### src/rtl/forward_scheduler.sv
// Decode-stage hazard/forwarding controller: tracks E and W[0..EW_LAYER] destination tags and picks the youngest producer per operand.
// Selects, stall and issue are combinational (0 cycles); slots advance every edge, and a load in E stalls the head for one cycle.
// Optional FWD_PERF_CNT_EN adds stall_cnt/fwd_cnt performance counters.
module forward_scheduler #(
    parameter int EW_LAYER   = 1,
    parameter int REG_ADDR_W = 5
) (
    input  logic                  clk,
    input  logic                  rst,
    input  logic                  head_valid,
    input  logic [REG_ADDR_W-1:0] head_reg_addr_d,
    input  logic [REG_ADDR_W-1:0] head_reg_addr_s,
    input  logic [REG_ADDR_W-1:0] head_reg_addr_t,
    input  logic                  head_use_d,
    input  logic                  head_use_s,
    input  logic                  head_use_t,
    input  logic                  head_writes_d,
    input  logic                  head_is_load,
    input  logic                  hold,
    input  logic                  flush,
    output logic                  forward_to_d_from_exe,
    output logic                  forward_to_s_from_exe,
    output logic                  forward_to_t_from_exe,
    output logic [EW_LAYER:0]     forward_to_d_from_wri,
    output logic [EW_LAYER:0]     forward_to_s_from_wri,
    output logic [EW_LAYER:0]     forward_to_t_from_wri,
    output logic                  stall,
    output logic                  issue
`ifdef FWD_PERF_CNT_EN
    ,
    output logic [31:0]           stall_cnt,
    output logic [31:0]           fwd_cnt
`endif
);

    typedef struct packed {
        logic                  vld;
        logic [REG_ADDR_W-1:0] addr;
        logic                  is_load;
    } slot_t;

    slot_t                  e_slot;
    slot_t [EW_LAYER:0]     w_slot;

    logic [2:0][REG_ADDR_W-1:0] op_addr;
    logic [2:0]                 op_use;
    logic [2:0]                 m_e;
    logic [2:0]                 exe_sel;
    logic [2:0]                 load_hit;
    logic [2:0][EW_LAYER:0]     wri_sel;
    logic                       gate;

    assign op_addr = {head_reg_addr_t, head_reg_addr_s, head_reg_addr_d};
    assign op_use  = {head_use_t, head_use_s, head_use_d};
    assign gate    = head_valid & ~flush;

    always_comb begin
        logic seen;
        logic hit;
        seen     = 1'b0;
        hit      = 1'b0;
        m_e      = '0;
        exe_sel  = '0;
        load_hit = '0;
        wri_sel  = '0;
        for (int x = 0; x < 3; x++) begin
            m_e[x]      = op_use[x] & e_slot.vld & (e_slot.addr == op_addr[x]);
            exe_sel[x]  = gate & m_e[x] & ~e_slot.is_load;
            load_hit[x] = m_e[x] & e_slot.is_load;
            // Walk W from youngest to oldest; any younger match masks the older ones.
            seen = m_e[x];
            for (int i = 0; i <= EW_LAYER; i++) begin
                hit           = op_use[x] & w_slot[i].vld & (w_slot[i].addr == op_addr[x]);
                wri_sel[x][i] = gate & hit & ~seen;
                seen          = seen | hit;
            end
        end
    end

    assign stall = gate & (|load_hit);
    assign issue = head_valid & ~stall & ~hold & ~flush;

    assign forward_to_d_from_exe = exe_sel[0];
    assign forward_to_s_from_exe = exe_sel[1];
    assign forward_to_t_from_exe = exe_sel[2];
    assign forward_to_d_from_wri = wri_sel[0];
    assign forward_to_s_from_wri = wri_sel[1];
    assign forward_to_t_from_wri = wri_sel[2];

    // The back end never stalls: W shifts unconditionally, E takes a bubble whenever nothing issues.
    always_ff @(posedge clk or posedge rst) begin
        if (rst) begin
            e_slot <= '0;
            w_slot <= '0;
        end else begin
            if (issue && head_writes_d)
                e_slot <= {1'b1, head_reg_addr_d, head_is_load};
            else
                e_slot <= '0;
            w_slot[0] <= e_slot;
            for (int i = 1; i <= EW_LAYER; i++)
                w_slot[i] <= w_slot[i-1];
        end
    end

`ifdef FWD_PERF_CNT_EN
    logic fwd_any;
    assign fwd_any = (|exe_sel) | (|wri_sel);

    always_ff @(posedge clk or posedge rst) begin
        if (rst) begin
            stall_cnt <= '0;
            fwd_cnt   <= '0;
        end else begin
            if (stall)
                stall_cnt <= stall_cnt + 32'd1;
            if (fwd_any)
                fwd_cnt <= fwd_cnt + 32'd1;
        end
    end
`endif

endmodule

### config.mk
export PLATFORM = sky130hd
export DESIGN_NAME = forward_scheduler
export DESIGN_NICKNAME = d
export VERILOG_FILES = /design/src/rtl/forward_scheduler.sv
export SDC_FILE = /design/constraint.sdc
export NUM_CORES = 1
export LEC_CHECK = 0
export ABC_AREA = 1
export CORE_MARGIN = 1.5
export CORE_UTILIZATION = 48
export DETAILED_ROUTE_END_ITERATION = 12
export GPL_TIMING_DRIVEN = 0
export PLACE_DENSITY = 0.8
export SLEW_MARGIN = 5
export SYNTH_ARGS = -nofsm -noshare
export SYNTH_HDL_FRONTEND = slang
export SYNTH_SLANG_ARGS = --single-unit
### constraint.sdc
create_clock -name clk -period 1.28 [get_ports clk]
set_input_delay 0.192 -clock clk [delete_from_list [all_inputs] [get_ports clk]]
set_output_delay 0.192 -clock clk [all_outputs]
set_load 0.05 [all_outputs]
==> out/results.tsv, run 1 <==
stage	metric	value	unit
outcome	status	complete, but fails checks	
outcome	violations	setup timing	
yosys	synth_top_family_by_area	simple AND/OR/NAND/NOR gates	
yosys	synth_area	0.00133	sq mm
layout	fin_area	0.00231	sq mm
clock_tree	cts_buffer_depth	2	
floorplanning	core	0.00254	sq mm
power_and_ir_drop	leakagePower	1.11	nW
sta	period_share	1.58	
yosys	synthTopCellsByCount	56 x nand2_1, 47 x nor2_1, 41 x inv_1, 19 x dfrtp_1, 17 x o22ai_1	
global_routing	antenna_found_initial	0	
power_and_ir_drop	powerDensity	561	mW/mm^2
power_and_ir_drop	p_seq_frac	0.486	
global_routing	grt_pass1_vias	1766	
clock_tree	cts_tree	done	
yosys	yosys.area.top_type	dfrtp_1	
sta	rsz0062_at_grt	yes	
yosys	synthAdderAreaFrac	0	
yosys	synth.avg_cell_area	6.34	sq um
worst_setup_path	startpoint	e_slot[4]	
sta	hold_slack	319	ps
placement	dpl.hpwl	3.61	mm
placement	numPortBuffers	35	
worst_setup_path	critPathRequiredTime	1090	ps
floorplanning	dieArea	0.00310	sq mm
drt	ant_nets	0	
drt	drc	0	
global_routing	overflow	0	
worst_setup_path	worst-path-stages	9	
power_and_ir_drop	p_clk_frac	0.232	
floorplanning	die_w	55.7	um
yosys	yosysWarningCount	0	
drt	wl	6.92	mm
yosys	synth_edf_count	0	
worst_setup_path	end_kind	output port	
flow_run	cap_violations	0	
yosys	synthFlopType	dfrtp_1	
worst_setup_path	crit_buf_inv	3	
yosys	synth_most_common_cell	nand2_1	
yosys	yosysTopAreaCellShare	0.357	
sta	setup_violations	18	
layout	syn_to_final_growth	73.4	%
sta	tightest_slew	699	ps
power_and_ir_drop	ir_worst_vdd	0.958	mV
power_and_ir_drop	p_int	0.875	mW
power_and_ir_drop	power	1.29	mW
worst_setup_path	crit_path_max_incr_delay	480	ps
power_and_ir_drop	p_comb_frac	0.282	
yosys	synthXorXnorAreaFrac	0.00658	
layout	layout-drive-gt1-share	0.464	
yosys	synth_cell_types	19	
worst_setup_path	crit_slowest_cell	dfrtp_2	
clock_tree	clk_latency	300	ps
drt	drtIter0Drc	219	
yosys	ys_seq_area_frac	0.357	
drt	dr.pass1.iters	6	
sta	maxClockFrequency	496	MHz
drt	vias	2056	
global_routing	grt_pass1_wl	8.38	mm
sta	finClkSkew	9.68	ps
placement	gp_congestion	1.01	
global_routing	grt_use_total	0.350	
power_and_ir_drop	p_sw_frac	0.325	
clock_tree	clkTransAtPathRegs	110	ps
sta	period_minus_slack	2020	ps
worst_setup_path	critPathKind	reg2out	
worst_setup_path	timing.rr.start	e_slot[4]	
sta	slew_violations	0	
yosys	syn_nets	235	
clock_tree	root_buffer	clkbuf_4	
yosys	ys_ff_latch	19	
worst_setup_path	critical-path-top-delay-family	simple AND/OR/NAND/NOR gates	
drt	vias_per_cell	6.76	
yosys	synth-async-reset-ratio	1.00	
layout	fin_util	0.907	
clock_tree	cts_made_buffers	3	
drt	wl_per_cell	22.8	um
floorplanning	io_pins	36	
placement	placed_cell_area	0.00181	sq mm
worst_setup_path	reg2reg_depth	10	
layout	antenna-diode-count	0	
worst_setup_path	crit_path_max_fanout	6	
yosys	synth-compound-area-share	0.141	
floorplanning	initial_core_util	0.523	
sta	finalHoldViolCount	0	
worst_setup_path	path_cells	inv_2 > nand2_1 > nand2_1 > nor2_2 > nand3_4 > nand3_4 > buf_6 > a21boi_4 > buf_6	
clock_tree	cts.sinks	19	
power_and_ir_drop	p_sw	0.420	mW
floorplanning	rows	18	
worst_setup_path	arrival	1830	ps
clock_tree	htree_levels	1	
layout	nets	300	
yosys	synth-simple-area-share	0.380	
worst_setup_path	start_kind	register	
yosys	syn_inst	210	
yosys	synthTopCellsByArea	dfrtp_1 36%, nand2_1 16%, nor2_1 13%, inv_1 12%, o22ai_1 8.0%	
clock_tree	hold_buffers	0	
sta	slew_headroom	0.533	
yosys	synthMuxAreaShare	0	
global_routing	grt_max_degree	20	
sta	worst_slack	-737	ps
hold_path	hold_path.class	in2async	
floorplanning	die_h	55.7	um
## what timing repair did
item / in CTS / in global routing
hold endpoints to repair: 0 / 0
gates resized for setup: 125 / 54
buffers inserted: 15 / 10
pin swaps: 15 / 18
endpoints found under the setup margin: 18 / 18
## power groups by stage
stage                     clock (mW)  combinational, mW  sequential, mW
after floorplan                    0              0.126           0.632
after global placement             0              0.247           0.637
after detailed placement           0              0.255           0.638
after CTS                      0.288              0.281           0.625
after global routing           0.315              0.374           0.629
final                          0.300              0.366           0.629
## state kept, by name (all words and copies together) (netlist names)
| signal | count |
|---|---|
| e_slot | 7 |
| w_slot | 12 |
## area by class of cell
type | instances | area [sq um]
flip-flops and latches | 19 | 487
fillers | 100 | 236
multi-input cells | 150 | 998
repair buffers | 60 | 601
well taps | 30 | 37.5
clock buffers | 4 | 26.3
inverters | 41 | 159
## cell families after synthesis
group / after synthesis
flops: 19
xor+xnor: 1
buf+inv: 41
simple gates: 120
compound gates: 29
## layout by cell type (no fill, tap or decap), drive strengths merged
master and instances:
xor2 1, o211ai 3, buf 36, dlymetal6s2s 4, o221ai 3, o22ai 17
and3 1, nor4 2, dfrtp 19, inv 41, nand2 57, or2 1
a21boi 1, clkbuf 4, dlygate4sd2 6, nor2 47, o21ai 1, nor3 3
a21oi 4, nand3 9, clkdlybuf4s50 14
## path summary, 6_finish.rpt
path | to | slack (ps)
max in group asynchronous | w_slot[10] | 470
min | e_slot[4] | 320
max | issue | -740
min in group clk | e_slot[3] | 330
max reg2reg | e_slot[3] | -520
min reg2reg | w_slot[12] | 460
## per-stage QoR
step           worst slack (ps)  std cells  TNS, ps
6_report                   -737        304   -10720
2_1_floorplan              -158        210     -879
4_1_cts                    -603        294    -7610
3_5_place_dp              -1340        275   -16690
3_3_place_gp              -1310        275   -15780
5_1_grt                    -785        304   -11850
## per-layer routing
layer / part of all wire / GRT usage / up-vias
met4: 0.086 / 0.150 / 0
met2: 0.45 / 0.611 / 242
met3: 0.14 / 0.0349 / 88
met5: 0 / 0 / -
li1: - / - / 804
met1: 0.33 / 0.438 / 922
No activity file was read; power rests on OpenSTA's default activity.
==> run 2, diff against run 1 <==
--- a/config.mk
+++ b/config.mk
@@ -10,6 +10,7 @@
 export CORE_UTILIZATION = 48
 export DETAILED_ROUTE_END_ITERATION = 12
 export GPL_TIMING_DRIVEN = 0
+export MAX_ROUTING_LAYER = met4
 export PLACE_DENSITY = 0.8
 export SLEW_MARGIN = 5
 export SYNTH_ARGS = -nofsm -noshare
==> run 2 against run 1 <==
The run still ends with setup timing left. Cell count fell by 1.3%. Count of clock-buffer cells in the layout down 1. Routed wire length fell by 24%. Clock power shrank 2%. Global-route usage shrank 2.0 points.
==> out/results.tsv, run 2 (synthesis results as in run 1) <==
stage	metric	value	unit
clock_tree	clk_latency	300	ps
power_and_ir_drop	ir_worst_vdd	0.787	mV
sta	maxClockFrequency	526	MHz
worst_setup_path	crit_slowest_cell	clkdlybuf4s50_1	
floorplanning	rows	18	
drt	dr.pass1.iters	5	
outcome	violations	setup timing	
worst_setup_path	crit_path_max_fanout	3	
clock_tree	clkTransAtPathRegs	110	ps
flow_run	cap_violations	0	
floorplanning	die_w	55.7	um
worst_setup_path	crit_path_max_incr_delay	520	ps
power_and_ir_drop	p_sw	0.375	mW
worst_setup_path	worst-path-stages	10	
worst_setup_path	arrival	1710	ps
layout	nets	296	
clock_tree	cts_buffer_depth	2	
outcome	status	complete, but fails checks	
layout	antenna-diode-count	0	
worst_setup_path	reg2reg_depth	12	
sta	period_minus_slack	1900	ps
sta	slew_violations	0	
drt	drtIter0Drc	110	
clock_tree	cts.sinks	19	
floorplanning	io_pins	36	
worst_setup_path	critPathKind	in2out	
worst_setup_path	critPathRequiredTime	1090	ps
hold_path	hold_path.class	in2reg	
layout	final_cells	300	
floorplanning	initial_core_util	0.523	
worst_setup_path	crit_buf_inv	3	
power_and_ir_drop	p_sw_frac	0.306	
placement	dpl.cell_count	275	
power_and_ir_drop	p_comb_frac	0.249	
sta	finalHoldViolCount	0	
sta	tightest_slew	685	ps
global_routing	grt_max_degree	20	
power_and_ir_drop	powerDensity	565	mW/mm^2
layout	largest_reg_flops	12	
worst_setup_path	start_kind	input port	
worst_setup_path	path_cells	clkdlybuf4s50_1 > nand2_1 > inv_1 > nand2_1 > nor2_1 > nand3_2 > nand3_4 > nand2_4 > nor2_4 > buf_8	
drt	wl_per_cell	17.5	um
global_routing	grt_use_total	0.329	
floorplanning	dieArea	0.00310	sq mm
global_routing	overflow	0	
sta	finClkSkew	6.14	ps
layout	syn_to_final_growth	63.3	%
power_and_ir_drop	p_int	0.852	mW
sta	worst_slack	-620	ps
layout	final_cell_mix	46 x nand2_1, 26 x nor2_1, 23 x inv_1	
sta	setup_violations	18	
placement	dpl.hpwl	3.42	mm
global_routing	antenna_found_initial	0	
clock_tree	htree_levels	1	
drt	vias	1786	
global_routing	grt_pass1_wl	7.74	mm
layout	reg_top3	w_slot x12, e_slot x7	
clock_tree	root_buffer	clkbuf_4	
clock_tree	cts_tree	done	
drt	ant_nets	0	
power_and_ir_drop	p_clk_frac	0.240	
global_routing	grt.busiest_layer	met2	
global_routing	use_met2	0.541	
worst_setup_path	cp_common_cell	nand2_1	
worst_setup_path	end_kind	output port	
floorplanning	core	0.00254	sq mm
global_routing	grt.met3_usage	0.0186	
global_routing	grt_pass1_vias	1613	
power_and_ir_drop	power	1.23	mW
clock_tree	cts_made_buffers	3	
drt	drc	0	
power_and_ir_drop	p_seq_frac	0.511	
sta	period_share	1.48	
drt	wl	5.24	mm
layout	final_common_cell	nand2_1	
hold_path	hold_depth	3	
global_routing	use_met1	0.442	
power_and_ir_drop	leakagePower	1.08	nW
drt	vias_per_cell	5.95	
sta	rsz0062_at_grt	yes	
layout	regMostFlops	w_slot	
worst_setup_path	critical-path-top-delay-family	simple AND/OR/NAND/NOR gates	
layout	layout-drive-gt1-share	0.396	
placement	gp_congestion	1.04	
floorplanning	die_h	55.7	um
sta	slew_headroom	0.543	
placement	numPortBuffers	35	
[run 2: timing repair]
item	4_1_cts	5_1_grt
endpoints found under the setup margin	18	18
pin swaps	19	17
gates resized for setup	124	25
buffers inserted	15	6
hold buffers	0	0
endpoints found under the hold margin	0	0
[run 2: per-stage QoR]
stage | cell area, sq um | hold WS [ps] | worst slack, ps | setup TNS [ps] | util
after detailed placement | 1810 | 420 | -1350 | -16700 | 0.710
after global placement | 1810 | 427 | -1320 | -15610 | 0.710
final | 2170 | 280 | -620 | -9640 | 0.854
after CTS | 2060 | 304 | -565 | -7640 | 0.808
after global routing | 2170 | 282 | -715 | -11180 | 0.854
after floorplan | 1420 | 143 | -158 | -879 | -
[run 2: routing by layer]
layer	routed length (um)	share of wire
met1	1900	0.36
met2	2520	0.48
met3	539	0.10
met4	286	0.055
met5	0	0
[run 2: area by class of cell]
class,count,area (sq um)
Tap cell,30,37.5
Fill cell,144,372
Timing Repair Buffer,56,538
Clock inverter,1,5.00
Multi-Input combinational cell,150,932
Inverter,41,154
Sequential cell,19,484
Clock buffer,3,22.5
[run 2: worst paths after layout]
path                               startpoint    endpoint  slack [ps]
max in group asynchronous                 rst   w_slot[1]         500
hold / removal             head_reg_addr_d[2]   e_slot[3]         280
hold reg to reg                     w_slot[5]  w_slot[12]         460
setup reg to reg                    e_slot[6]   e_slot[0]        -530
setup / recovery                   head_use_s       stall        -620
min in group asynchronous                 rst   e_slot[0]         300
[run 2: power groups by stage]
stage | Combinational (mW) | Clock, mW | Sequential [mW]
after detailed placement | 0.253 | 0 | 0.638
after floorplan | 0.126 | 0 | 0.632
after CTS | 0.279 | 0.298 | 0.625
after global placement | 0.246 | 0 | 0.638
after global routing | 0.330 | 0.324 | 0.628
final | 0.306 | 0.295 | 0.627
[run 2: worst reg2reg max path, stage by stage (launching register included)]
cell and delay, ps:
dfrtp_1 410, nand2_1 110, inv_1 80, nand2_1 60
nor2_1 130, nand3_2 150, nand3_4 140, nand2_4 60
buf_4 130, buf_4 120, buf_6 110, nand3_4 110
nor2_1 80
==> run 3, diff against run 2 <==
--- a/config.mk
+++ b/config.mk
@@ -9,10 +9,9 @@
 export CORE_MARGIN = 1.5
 export CORE_UTILIZATION = 48
 export DETAILED_ROUTE_END_ITERATION = 12
-export GPL_TIMING_DRIVEN = 0
 export MAX_ROUTING_LAYER = met4
 export PLACE_DENSITY = 0.8
-export SLEW_MARGIN = 5
+export SLEW_MARGIN = 10
 export SYNTH_ARGS = -nofsm -noshare
 export SYNTH_HDL_FRONTEND = slang
 export SYNTH_SLANG_ARGS = --single-unit
==> run 3 against run 2 <==
The flow now stops in global routing. Synthesized cell count did not move. Synthesized area did not move.
==> out/results.tsv, run 3 <==
stage	metric	value	unit
outcome	error_line	[ERROR DPL-0038] Utilization greater than 100%, impossible to legalize	
yosys	synthTopCellsByCount	56 x nand2_1, 47 x nor2_1, 41 x inv_1, 19 x dfrtp_1, 17 x o22ai_1	
yosys	synth-async-reset-ratio	1.00	
yosys	synth_cell_types	19	
clock_tree	cts_buffer_depth	2	
yosys	synth_area	0.00133	sq mm
placement	place_ws	-610	ps
placement	dpl.hpwl	4.30	mm
yosys	yosys.area.top_type	dfrtp_1	
yosys	synth-compound-area-share	0.141	
yosys	synth_most_common_cell	nand2_1	
floorplanning	die_w	55.7	um
placement	numPortBuffers	35	
floorplanning	initial_core_util	0.523	
floorplanning	io_pins	36	
global_routing	grt_max_degree	20	
yosys	synthAdderAreaFrac	0	
yosys	yosysTopAreaCellShare	0.357	
clock_tree	cts_made_buffers	3	
yosys	syn_nets	235	
sta	grt_worst_setup_endpoint	forward_to_d_from_wri[1]	
clock_tree	root_buffer	clkbuf_4	
yosys	synthXorXnorAreaFrac	0.00658	
outcome	haltStage	global routing	
yosys	ys_ff_latch	19	
yosys	syn_inst	210	
yosys	synth.avg_cell_area	6.34	sq um
yosys	ys_seq_area_frac	0.357	
yosys	synth-simple-area-share	0.380	
yosys	synthFlopType	dfrtp_1	
outcome	status	stopped before the end	
yosys	synth_top_family_by_area	simple AND/OR/NAND/NOR gates	
yosys	synthTopCellsByArea	dfrtp_1 36%, nand2_1 16%, nor2_1 13%, inv_1 12%, o22ai_1 8.0%	
placement	gp_congestion	1.01	
clock_tree	htree_levels	1	
clock_tree	cts.sinks	19	
floorplanning	die_h	55.7	um
sta	worstEpCategory	top-level output	
yosys	synthMuxAreaShare	0	
floorplanning	rows	18	
yosys	yosysWarningCount	0	
yosys	synth_edf_count	0	
## run 3: cell families after synthesis
| kind of cell | after synthesis |
|---|---|
| buffers and inverters | 41 |
| XOR/XNOR | 1 |
| flip-flops | 19 |
| AO/OA/AOI/OAI | 29 |
| AND/OR/NAND/NOR | 120 |
## run 3: stage by stage
step                      setup TNS (ps)   util  instances  instance area (sq um)
after global placement             -8500  0.878        317                   2230
after detailed placement           -9730  0.878        317                   2230
after CTS                          -9120  0.969        334                   2460
after floorplan                     -879      -        210                   1420
## run 3: timing repair
action,CTS
endpoints found under the setup margin,18
resized for setup,45
hold buffers,0
hold endpoints to repair,0
pin swaps,15
setup buffers,13
==> run 4, diff against run 3 <==
--- a/config.mk
+++ b/config.mk
@@ -6,11 +6,10 @@
 export NUM_CORES = 1
 export LEC_CHECK = 0
 export ABC_AREA = 1
-export CORE_MARGIN = 1.5
-export CORE_UTILIZATION = 48
+export CORE_AREA = 2 2 63 65
 export DETAILED_ROUTE_END_ITERATION = 12
-export MAX_ROUTING_LAYER = met4
-export PLACE_DENSITY = 0.8
+export DIE_AREA = 0 0 65 67
+export PLACE_DENSITY_LB_ADDON = 0.15
 export SLEW_MARGIN = 10
 export SYNTH_ARGS = -nofsm -noshare
 export SYNTH_HDL_FRONTEND = slang
==> run 4 against run 3 <==
The flow now finishes, with violations (setup timing).
==> out/results.tsv, run 4 (synthesis results as in run 1) <==
stage	metric	value	unit
hold_path	hold_path.class	in2async	
sta	finalHoldViolCount	0	
placement	numPortBuffers	35	
sta	slew_violations	0	
worst_setup_path	start_kind	register	
sta	period_minus_slack	1850	ps
placement	placed_cell_area	0.00222	sq mm
layout	largest_reg_flops	12	
worst_setup_path	r2r_end	e_slot[0]	
drt	wl_per_cell	15.2	um
outcome	status	complete, but fails checks	
worst_setup_path	r2r_setup_slack	-320	ps
global_routing	grt_use_total	0.258	
layout	final_cell_mix	42 x buf_4, 37 x nand2_1, 22 x inv_1	
drt	dr.pass1.iters	5	
flow_run	cap_violations	0	
drt	vias_per_cell	5.15	
placement	dpl.hpwl	4.01	mm
floorplanning	die_w	65	um
drt	drc	0	
clock_tree	root_buffer	clkbuf_8	
sta	finClkSkew	2.96	ps
worst_setup_path	reg2reg_depth	8	
layout	syn_to_final_growth	97.6	%
floorplanning	rows	22	
power_and_ir_drop	powerDensity	545	mW/mm^2
worst_setup_path	cp_common_cell	nand3_4	
layout	regMostFlops	w_slot	
layout	antenna-diode-count	0	
layout	fin_area	0.00263	sq mm
clock_tree	cts_buffer_depth	2	
sta	hold_slack	248	ps
clock_tree	cts_tree	done	
clock_tree	cts_made_buffers	3	
worst_setup_path	critPathRequiredTime	1090	ps
worst_setup_path	critPathKind	reg2out	
floorplanning	dieArea	0.00436	sq mm
floorplanning	die_h	67	um
sta	worst_slack	-572	ps
layout	final_common_cell	buf_4	
sta	slew_headroom	0.814	
global_routing	grt_pass1_vias	1798	
sta	setup_violations	18	
global_routing	grt_max_degree	20	
power_and_ir_drop	power	1.43	mW
global_routing	grt_pass1_wl	8.41	mm
floorplanning	core	0.00361	sq mm
sta	maxClockFrequency	540	MHz
power_and_ir_drop	leakagePower	1.25	nW
power_and_ir_drop	ir_worst_vdd	0.729	mV
layout	layout-drive-gt1-share	0.525	
worst_setup_path	crit_slowest_cell	dfrtp_2	
worst_setup_path	startpoint	e_slot[3]	
floorplanning	initial_core_util	0.369	
global_routing	antenna_found_initial	0	
drt	drtIter0Drc	105	
worst_setup_path	timing.rr.start	e_slot[3]	
worst_setup_path	crit_path_max_incr_delay	470	ps
clock_tree	clkTransAtPathRegs	70	ps
sta	setup_tns	-7700	ps
layout	fillers	275	
clock_tree	htree_levels	1	
sta	rsz0062_at_grt	yes	
global_routing	overflow	0	
outcome	violations	setup timing	
worst_setup_path	crit_path_max_fanout	5	
worst_setup_path	path_cells	xor2_2 > nor2_2 > nand3_4 > nand3_4 > nand2_4 > nor2_4 > buf_12	
layout	reg_top3	w_slot x12, e_slot x7	
sta	tightest_slew	279	ps
layout	nets	325	
drt	vias	1786	
worst_setup_path	arrival	1660	ps
placement	gp_congestion	0.944	
drt	ant_nets	0	
clock_tree	hold_buffers	0	
clock_tree	cts.sinks	19	
sta	period_share	1.45	
floorplanning	io_pins	36	
clock_tree	clk_latency	250	ps
worst_setup_path	end_kind	output port	
drt	wl	5.29	mm
==> run 4: routing by layer <==
layer	vias up	routed length [um]	GRT usage
li1	847	-	-
met1	838	2200	0.332
met2	76	2540	0.427
met3	25	313	0.0236
met4	0	240	0.138
met5	-	0	0
==> run 4: per-stage QoR <==
stage / setup slack (ps) / util / instances
floorplan: -158 / - / 210
global placement: -612 / 0.616 / 332
detailed placement: -661 / 0.616 / 332
CTS: -588 / 0.663 / 342
global route: -650 / 0.729 / 347
finish: -572 / 0.729 / 347
==> run 4: where the power goes <==
group          total (mW)  internal [mW]  switching (mW)
combinational       0.398          0.191           0.207
sequential          0.628          0.611          0.0162
clock               0.407          0.216           0.191
==> run 4: timing repair <==
item	4_1_cts	5_1_grt
resized for setup	51	57
cloned	0	0
pin swaps	15	26
endpoints found under the setup margin	18	18
buffers inserted	7	6
==> run 4: worst max-delay path by stage <==
stage                            end  cells past startpoint
6_report                       stall                      7
3_5_place_dp                   stall                     10
4_1_cts                        stall                      9
5_1_grt                        stall                      9
3_3_place_gp                   stall                     10
2_1_floorplan  forward_to_t_from_exe                      4
==> run 4: cell type report <==
cell class | count | area [sq um] | share of cell area
Multi-Input combinational cell | 150 | 1040 | 0.394
Timing Repair Buffer | 85 | 848 | 0.323
Clock inverter | 1 | 5.00 | 0.00190
Inverter | 41 | 154 | 0.0585
Clock buffer | 3 | 41.3 | 0.0157
Sequential cell | 19 | 485 | 0.185
Tap cell | 48 | 60.1 | 0.0228
==> run 4: worst max-delay path: cells and delay by family, from the launching register on <==
kind,cells,cell delay [ps]
buffers and inverters,1,140
and+or+nand+nor,5,580
xor gates and xnor gates,1,200
DFF,1,470
==> RTL edit (settings of run 1) <==
Set the parameter `REG_ADDR_W` to 6 (it was 5).
--- a/src/rtl/forward_scheduler.sv
+++ b/src/rtl/forward_scheduler.sv
@@ -4,5 +4,5 @@
 module forward_scheduler #(
     parameter int EW_LAYER   = 1,
-    parameter int REG_ADDR_W = 5
+    parameter int REG_ADDR_W = 6
 ) (
     input  logic                  clk,
Interface: changed (resized head_reg_addr_d, head_reg_addr_s and head_reg_addr_t); port bits go from 36 to 39. The function was not compared with the original's and may differ.
==> RTL edit against run 1 <==
The flow still finishes with violations (setup timing); power grew 26%; setup slack worse by 7.8 ps; sequential cell count rose by 3; final area is 12% higher; largest power group unchanged; synthesized cell count rose by 19%; area after synthesis grew 24%; sequential share of layout area increased by 0.55 points; routed wire length decreased by 13%; critical path type unchanged.
==> RTL edit: results (changes against run 1) <==
====================================================================================
Status                                                                  complete, but fails checks   unchanged
Failing checks                                                          setup timing   unchanged
Gate count of the mapped netlist                                                 249   was 210
Final setup fails                                                                 19   was 18
Gate power share                                                               23.6%   was 28.2%
HP Class                                                                      in2reg   was in2async
Iteration-0 DRC Markers                                                          257   was 219
Global-route wire length before repair                                       8810 um   was 8380 um
Int Power                                                                    1.19 mW   was 0.875 mW
Net count of the mapped netlist                                                  277   was 235
Pre-CTS setup slack                                                         -1350 ps   was -1340 ps
Register-to-register setup slack                                             -290 ps   was -520 ps
Master of the slowest instance on the critical path                          dfrtp_1   was dfrtp_2
Global-route usage over all layers                                             32.9%   was 35.0%
GR Util met2                                                                   51.9%   was 61.1%
GR Util met1                                                                   46.7%   was 43.8%
Weighted congestion at the end of routability-driven global placement          0.932   was 1.01
Sum of net half-perimeters after detailed placement                          4220 um   was 3610 um
Routed length per placed instance                                            17.1 um   was 22.8 um
Post-route setup slack                                                       -745 ps   was -737 ps
Final sum of negative setup slack                                           -9860 ps   was -10720 ps
LEAKAGE                                                                      1.20 nW   was 1.11 nW
Distinct cell type count after synthesis                                          27   was 19
Fraction of layout instances using a drive strength above 1                    35.2%   was 46.4%
Count of nets after finishing                                                    336   was 300
Final Skew                                                                   2.90 ps   was 9.68 ps
Total of buffers placed on input and output ports                                 38   was 35
Startpoint of the lowest-slack register-to-register path                e_slot[2]$_DFF_PP0_   was e_slot[4]$_DFF_PP0_
Number of global-route vias before repair                                       1810   was 1766
End point of the critical path                                                 stall   was issue
====================================================================================
[RTL edit: cell type report]
class / count / area [um^2] / area share [%]
tap: 46 / 57.6 / 2.22
timing repair buffer: 54 / 559 / 21.5
sequential: 22 / 562 / 21.6
inverter: 41 / 159 / 6.12
clock buffer: 3 / 22.5 / 0.867
clock inverter: 1 / 30.0 / 1.16
multi-input combinational: 184 / 1180 / 45.6
buffer: 2 / 22.5 / 0.867
[RTL edit: cell families after synthesis]
| group | count (synthesis) | synth area share (%) |
|---|---|---|
| simple gates | 129 | 34.7 |
| compound gates | 43 | 15.4 |
| buf+inv | 43 | 10.2 |
| flops | 22 | 33.3 |
| xor+xnor | 12 | 6.36 |
[RTL edit: repair_timing]
action                                  4_1_cts  5_1_grt
pin swaps                                    17       18
buffers inserted                             10        6
gates resized for setup                     103       34
hold buffers                                  0        0
endpoints found under the setup margin       19       19
[RTL edit: per-layer routing]
metal	up-vias	wire length, um
met5	-	0
met4	0	289
met3	33	522
met2	127	2890
met1	946	2340
li1	932	-
